`src/rtl/pc_ctrl.sv`:
```
// pc_ctrl: decodes instructions and ALU flags into program-counter write/branch/stall controls
// Ports:
//   clk, rst          clock and synchronous active-high reset
//   instr_valid/instr new instruction word (opcode [15:12], target/offset [7:0])
//   flag_we/alu_z/n   flag register load strobe and ALU zero/negative results
//   resume            leave HALTED
//   pcWR/ifBan        one-cycle absolute-load / relative-add pulses to the PC
//   jump              target or offset, held until the next taken transfer
//   stop/halted       PC freeze and HALTED status
//   flush             upstream fetch discards its instruction while high
//   taken_cnt         saturating count of taken transfers
module pc_ctrl #(
    parameter int ADDR_W       = 8,
    parameter int FLUSH_CYCLES = 2,
    parameter int CNT_W        = 8
) (
    input  logic              clk,
    input  logic              rst,
    input  logic              instr_valid,
    input  logic [15:0]       instr,
    input  logic              flag_we,
    input  logic              alu_z,
    input  logic              alu_n,
    input  logic              resume,
    output logic              pcWR,
    output logic              ifBan,
    output logic [ADDR_W-1:0] jump,
    output logic              stop,
    output logic              flush,
    output logic              halted,
    output logic [CNT_W-1:0]  taken_cnt
);
    typedef enum logic [1:0] {RUN, FLUSH, HALTED} state_t;

    state_t            state_q, state_d;
    logic [2:0]        fcnt_q, fcnt_d;
    logic              pcwr_q, pcwr_d, ifban_q, ifban_d, stop_q, stop_d, flush_q, flush_d;
    logic [ADDR_W-1:0] jump_q, jump_d;
    logic [CNT_W-1:0]  cnt_q, cnt_d;
    logic              z_q, z_d, n_q, n_d;
    logic              z_eff, n_eff, go, is_jmp, is_br, take;
    logic [3:0]        op;

    always_comb begin
        // a branch decoded alongside a flag write sees the incoming flags
        z_eff   = flag_we ? alu_z : z_q;
        n_eff   = flag_we ? alu_n : n_q;
        op      = instr[15:12];
        is_jmp  = op == 4'h1;
        is_br   = (op == 4'h2 && z_eff) || (op == 4'h3 && !z_eff) || (op == 4'h4 && n_eff);
        go      = state_q == RUN && instr_valid;
        take    = go && (is_jmp || is_br);
        state_d = state_q;
        fcnt_d  = fcnt_q;
        pcwr_d  = 1'b0;
        ifban_d = 1'b0;
        jump_d  = jump_q;
        stop_d  = stop_q;
        flush_d = flush_q;
        cnt_d   = cnt_q;
        z_d     = z_eff;
        n_d     = n_eff;
        if (take) begin
            pcwr_d  = is_jmp;
            ifban_d = !is_jmp;
            jump_d  = ADDR_W'(instr[7:0]);
            flush_d = 1'b1;
            fcnt_d  = 3'(FLUSH_CYCLES - 1);
            state_d = FLUSH;
            cnt_d   = &cnt_q ? cnt_q : cnt_q + 1'b1;
        end else if (go && op == 4'hF) begin
            stop_d  = 1'b1;
            state_d = HALTED;
        end else if (state_q == FLUSH) begin
            // fcnt counts the flush cycles still to come after this one
            fcnt_d  = fcnt_q == 3'd0 ? fcnt_q : fcnt_q - 3'd1;
            flush_d = fcnt_q != 3'd0;
            state_d = fcnt_q == 3'd0 ? RUN : FLUSH;
        end else if (state_q == HALTED && resume) begin
            stop_d  = 1'b0;
            state_d = RUN;
        end
    end

    always_ff @(posedge clk) begin
        if (rst) begin
            state_q <= RUN;
            fcnt_q  <= '0;
            pcwr_q  <= 1'b0;
            ifban_q <= 1'b0;
            jump_q  <= '0;
            stop_q  <= 1'b0;
            flush_q <= 1'b0;
            cnt_q   <= '0;
            z_q     <= 1'b0;
            n_q     <= 1'b0;
        end else begin
            state_q <= state_d;
            fcnt_q  <= fcnt_d;
            pcwr_q  <= pcwr_d;
            ifban_q <= ifban_d;
            jump_q  <= jump_d;
            stop_q  <= stop_d;
            flush_q <= flush_d;
            cnt_q   <= cnt_d;
            z_q     <= z_d;
            n_q     <= n_d;
        end
    end

    assign pcWR      = pcwr_q;
    assign ifBan     = ifban_q;
    assign jump      = jump_q;
    assign stop      = stop_q;
    assign flush     = flush_q;
    assign halted    = state_q == HALTED;
    assign taken_cnt = cnt_q;
endmodule
```
`config.mk`:
```
export PLATFORM = sky130hd
export DESIGN_NAME = pc_ctrl
export DESIGN_NICKNAME = d
export VERILOG_FILES = /design/src/rtl/pc_ctrl.sv
export SDC_FILE = /design/constraint.sdc
export NUM_CORES = 1
export LEC_CHECK = 0
export ABC_AREA = 1
export CAP_MARGIN = 10
export CELL_PAD_IN_SITES_DETAIL_PLACEMENT = 0
export CELL_PAD_IN_SITES_GLOBAL_PLACEMENT = 1
export CORE_MARGIN = 8
export CORE_UTILIZATION = 30
export DETAILED_ROUTE_END_ITERATION = 7
export PLACE_DENSITY = 0.86
export REMOVE_ABC_BUFFERS = 1
export SLEW_MARGIN = 30
export SYNTH_ARGS = -nofsm -noshare
export SYNTH_HDL_FRONTEND = slang
export SYNTH_SLANG_ARGS = --single-unit
```
`constraint.sdc`:
```
create_clock -name clk -period 1.4 [get_ports clk]
set_input_delay 0.42 -clock clk [delete_from_list [all_inputs] [get_ports clk]]
set_output_delay 0.42 -clock clk [all_outputs]
set_load 0.1 [all_outputs]
```
==> results of run 1 <==
final timing paths:
path / from / endpoint / cells past startpoint
setup / recovery: taken_cnt[2] / taken_cnt[2] / 2
hold / removal: fcnt_q[1] / fcnt_q[1] / 2
setup reg to reg: taken_cnt[1] / taken_cnt[0] / 8
hold reg to reg: fcnt_q[1] / fcnt_q[1] / 2
worst reg2reg max path, cell delays in order (launching register included):
cell and delay (ns):
dfxtp_2 0.36, ha_4 0.15, nand2_4 0.06, nor3_4 0.24, nand3_4 0.16, nand3_4 0.17, nand2_2 0.06, nand2_1 0.05
nor2_1 0.04
cell usage in the layout (no fill, tap or decap), types with 3 or more instances in the layout:
master / count
nor2_1: 9
clkbuf_2: 5
a21oi_2: 6
nor2_4: 7
dfxtp_2: 5
clkdlybuf4s50_1: 10
inv_1: 21
a21oi_1: 5
nand2_1: 47
xor2_1: 5
nor2_2: 3
nand3_4: 3
buf_4: 28
nand3_1: 13
nand4_1: 8
clkbuf_8: 3
buf_12: 23
nand2_2: 9
dfxtp_1: 20
nand2_4: 5
registers in the layout, summed over array words and instances, names as in the netlist, 2 cells and up:
register,cells
state_q,2
fcnt_q,3
taken_cnt,8
jump,8
power breakdown:
group	internal, mW	leakage (nW)	switching (mW)
registers	0.811	0.223	0.0453
logic	0.332	0.915	0.461
clock network	0.203	0.0217	0.266
through the flow:
| stage | util, % | power, mW | cells |
|---|---|---|---|
| 2_1_floorplan | - | 1.26 | 182 |
| 3_3_place_gp | 48.5 | 1.56 | 299 |
| 3_5_place_dp | 48.5 | 1.56 | 299 |
| 4_1_cts | 51.0 | 2.06 | 309 |
| 5_1_grt | 53.7 | 2.21 | 315 |
| 6_report | 53.7 | 2.12 | 315 |
kinds of logic (layout without fill, tap and decap cells):
family | Yosys count | count (layout)
and+or+nand+nor | 107 | 111
xor gates and xnor gates | 5 | 5
buffers and inverters | 27 | 98
DFF | 27 | 27
AOI/OAI and AO/OA | 17 | 17
adders and majority gates | 3 | 3
routing by layer:
metal  global-route usage [%]  wire [um]  up-vias  share of wire (%)
li1                         -          -      751                  -
met1                     12.2       1670      658                 42
met2                     16.8       2020       38                 51
met3                     2.80        210        8                5.3
met4                     2.87         65        0                1.6
met5                        0          0        -                  0
repair_timing:
action / 4_1_cts / 5_1_grt
setup buffers: 3 / 4
pin swaps: 14 / 11
gates resized for setup: 19 / 32
gates cloned: 3 / 2
setup endpoints to repair: 29 / 24
layout make-up:
type                            instances  area, um2
Tap cell                               54       67.6
Inverter                               23       86.3
Fill cell                             419       2170
Multi-Input combinational cell        136        902
Timing Repair Buffer                   71        862
Clock inverter                          1       7.51
Sequential cell                        27        554
Clock buffer                            3       41.3
==> flow_metrics.tcl, run 1 <==
set metrics [dict create \
    status "complete, but fails checks" \
    violations "negative setup slack" \
    vias_per_cell 4.62 \
    synth_xor_area_share_pct 3.04 \
    ys_warn_count 0 \
    drt_iter0_drc 61 \
    period_needed_ns 1.40 \
    synth_compound_area_share_pct 7.81 \
    drc 0 \
    path_class "flip-flop to primary output" \
    report.final.hold_viol_count 0 \
    reg2reg_slack_ns -0.002 \
    setup.worst_path.start_class "flip-flop" \
    postRouteAntennaNets 0 \
    setup_viol 1 \
    crit_chain "buf_4 > buf_12" \
    required_ns 0.98 \
    leakage_nw 1.16 \
    ys_seq_area_share_pct 37.5 \
    rsz0062_at_grt "true" \
    fp.dieArea_um2 7280 \
    htree_levels 1 \
    cp_max_fo 4 \
    worst_pin_slew_ns 0.428 \
    fp.dieH_um 85.3 \
    whs_ns 0.470 \
    worstPathArrival_ns 0.98 \
    grt_pass1_wl_um 6110 \
    cts_buffers 3 \
    place_ws_ns -0.509 \
    clockBufferDepth 2 \
    final.period_utilization_pct 100 \
    yosys_register_bits 27 \
    core_area_um2 4690 \
    crit_buf_inv 2 \
    async_flop_share_pct 0 \
    max_freq_mhz 713 \
    clk_pin_slew_worst_paths_ns 0.09 \
    cts_tree "yes" \
    place_congestion 0.797 \
    num_rows 25 \
    ir_drop_mv 0.545 \
    powerDensity_nw_per_um2 840 \
    final_nets 288 \
    synth_simple_gate_area_share_pct 40.3 \
    drv_cap 0 \
    synth_area_um2 1440 \
    crit_family "flip-flops" \
    start_util_pct 30.7 \
    max_stage_delay_ns 0.39 \
    grt_pass1_vias 1368 \
    first_pass_iters 4 \
    synth_mux_area_share_pct 0 \
    antenna_found_initial 0 \
    maxSlewViolCount 0 \
    synth_cell_types 30 \
    slowest_stage "dfxtp_4" \
    synth_top_area_share_pct 37.5 \
    hold_class "flip-flop to flip-flop" \
    fin_area_um2 2520 \
    wl_per_cell_um 12.6 \
    synth_cells 186 \
    avgSynthCellArea_um2 7.75 \
    end_kind "primary output" \
    cts_sinks 27 \
    synth_ff_type "dfxtp_1" \
    grt_max_degree 17 \
    synth_top_cell_by_area "dfxtp_1" \
    synth_top_family_by_area "simple AND/OR/NAND/NOR gates" \
    fin_worst_skew_ns 0.00764 \
    grt-ovfl-total 0 \
    diodes 0 \
    fp.dieW_um 85.3 \
    portBuffers 39 \
    hpwlAfterDp_um 2720 \
    layout-drive-gt1-share_pct 42.9 \
    cts_hold_buf 0 \
    synth.area.top_cells "dfxtp_1 (38%), nand2_1 (15%), inv_1 (5.5%)" \
    routed_wirelength_um 3980 \
    ios 44 \
    dr_total_vias 1455 \
    grt_util_all_layers_pct 10.1 \
    synth-edff-count 0 \
    clock_latency_ns 0.28 \
    fin_ws_ns -0.00183 \
    tns_ns -0.00183 \
    yosysMostFrequentCell "nand2_1" \
    area.growth.synth_to_final_pct 74.9 \
    synthAdderAreaFrac_pct 2.60 \
    synthTopCellsByCount "nand2_1 (56), dfxtp_1 (27), inv_1 (21), nand3_1 (13), nor2_1 (13)" \
    max_slew_margin_pct 71.4 \
    place_area_um2 2270 \
    cts_root_buf "clkbuf_8" \
]
Power figures use the tool's default switching activity.
==> inputs of run 2 (changes only) <==
- CORE_UTILIZATION: 30 -> 39
- DONT_BUFFER_PORTS: default -> 1
- PLACE_DENSITY: 0.86 -> 0.83
==> run 2 against run 1 <==
Effect of this change: the run still ends with negative setup slack left; critical path type unchanged; via count fell by 11%; worst setup slack got worse by 0.042 ns; utilization rose by 4.0 points; global-route usage rose by 1.7 points.
==> flow_metrics.tcl, run 2 (synthesis gave the netlist of run 1 again) <==
set metrics [dict create \
    r2r_cells 8 \
    grt_pass1_wl_um 5730 \
    pwr-share-comb_pct 32.2 \
    grt-ovfl-total 0 \
    cts_root_buf "clkbuf_8" \
    ir_drop_mv 0.481 \
    grt_max_degree 15 \
    p_sw_mw 0.692 \
    wl_per_cell_um 12.7 \
    routed_wirelength_um 3460 \
    setup.worst_path.start_class "flip-flop" \
    grt_pass1_vias 1242 \
    crit_end "taken_cnt[2]" \
    drt_iter0_drc 67 \
    drv_cap 0 \
    max_slew_margin_pct 68.9 \
    clk_pin_slew_worst_paths_ns 0.09 \
    hpwlAfterDp_um 2470 \
    violations "negative setup slack" \
    antenna_found_initial 0 \
    final.period_utilization_pct 103 \
    clock_latency_ns 0.27 \
    first_pass_iters 4 \
    p_int_mw 1.24 \
    fin_ws_ns -0.0436 \
    postRouteAntennaNets 0 \
    place_congestion 0.775 \
    core_area_um2 3610 \
    area.growth.synth_to_final_pct 44.5 \
    cts_buffers 3 \
    end_kind "primary output" \
    diodes 0 \
    reg2reg_from "taken_cnt[0]" \
    portBuffers 0 \
    drc 0 \
    rsz0062_at_grt "true" \
    worstPathArrival_ns 1.02 \
    powerDensity_nw_per_um2 928 \
    fin_worst_skew_ns 0.00232 \
    final_cell_mix "nand2_1 (49), dfxtp_1 (22), inv_1 (21)" \
    crit_chain "buf_4" \
    fp.dieW_um 76.8 \
    crit_family "flip-flops" \
    max_freq_mhz 693 \
    worst_pin_slew_ns 0.467 \
    reg2reg_to "taken_cnt[0]" \
    grt_util_all_layers_pct 11.8 \
    switching_share_pct 35.8 \
    report.final.hold_viol_count 0 \
    setup_viol 5 \
    hold_class "input pin to flip-flop" \
    cp_max_fo 4 \
    period_needed_ns 1.44 \
    whs_ns 0.188 \
    max_stage_delay_ns 0.41 \
    final_common_cell "nand2_1" \
    leakage_nw 0.951 \
    status "complete, but fails checks" \
    final_nets 252 \
    reg2reg_slack_ns -0.04 \
    maxSlewViolCount 0 \
    layout-drive-gt1-share_pct 36.4 \
    ios 44 \
    cts_tree "yes" \
    crit_buf_inv 1 \
    path_class "flip-flop to primary output" \
    cts_hold_buf 0 \
    clkPwrFrac_pct 23.6 \
    place_ws_ns -0.0892 \
    pwr-share-seq_pct 44.2 \
    dr_total_vias 1295 \
    vias_per_cell 4.74 \
    crit_cells 1 \
    startpoint "taken_cnt[2]" \
    required_ns 0.98 \
    htree_levels 1 \
    start_util_pct 40.0 \
    cts_sinks 27 \
    clockBufferDepth 2 \
    fp.dieArea_um2 5900 \
    slowest_stage "dfxtp_1" \
    num_rows 22 \
    fp.dieH_um 76.8 \
]
run 2: changes by cell type in the layout (fill, tap and decap cells not counted), moves of 2 or more:
cell	previous run	this run
nand2_1	47	49
nand2_4	5	3
nor2_4	7	5
dlygate4sd2_1	2	0
dfxtp_2	5	3
buf_4	28	17
dfxtp_1	20	22
buf_6	1	4
clkbuf_2	5	0
buf_12	23	16
clkdlybuf4s50_1	10	0
run 2: layout make-up:
type	instances	area [um2]
Fill cell	323	1520
Multi-Input combinational cell	134	847
Tap cell	48	60.1
Inverter	23	86.3
Timing Repair Buffer	37	493
Clock buffer	4	45.0
Sequential cell	27	552
run 2: worst min path at each step:
stage,endpoint,depth (start not counted),slack [ns],start
after CTS,taken_cnt[7],1,0.18,rst
after global routing,taken_cnt[7],1,0.17,rst
after global placement,fcnt_q[1],2,0.45,fcnt_q[1]
final,taken_cnt[7],1,0.19,rst
after floorplan,fcnt_q[1],2,0.45,fcnt_q[1]
after detailed placement,fcnt_q[1],2,0.47,fcnt_q[1]
run 2: per-layer routing:
layer | up-vias | global-route usage [%] | share of wire, %
met5 | - | 0 | 0
met1 | 576 | 14.2 | 44
met3 | 5 | 2.91 | 6.6
met4 | 0 | 6.35 | 2.1
met2 | 39 | 18.7 | 48
li1 | 675 | - | -
run 2: through the flow:
| step | TNS (ns) | cells | cell area (um2) | total power, mW | utilization [%] |
|---|---|---|---|---|---|
| detailed placement | -1.30 | 262 | 1890 | 1.46 | 52.5 |
| CTS | -0.185 | 269 | 2020 | 1.93 | 55.9 |
| global placement | -0.815 | 262 | 1890 | 1.45 | 52.5 |
| finish | -0.108 | 273 | 2080 | 1.93 | 57.8 |
| global route | -0.795 | 273 | 2080 | 2.02 | 57.8 |
| floorplan | -10.55 | 182 | 1400 | 1.26 | - |
run 2: power by group through the flow:
stage / Combinational, mW / Sequential, mW / Clock, mW
final: 0.623 / 0.854 / 0.455
after global routing: 0.664 / 0.860 / 0.495
after CTS: 0.609 / 0.857 / 0.468
after detailed placement: 0.588 / 0.868 / 0
after global placement: 0.581 / 0.866 / 0
after floorplan: 0.230 / 1.03 / 0
run 2: repair_timing:
action	in CTS	in global routing
gates resized for setup	17	12
endpoints found under the setup margin	12	19
pin swaps	4	13
setup buffers	2	3
gates cloned	1	1
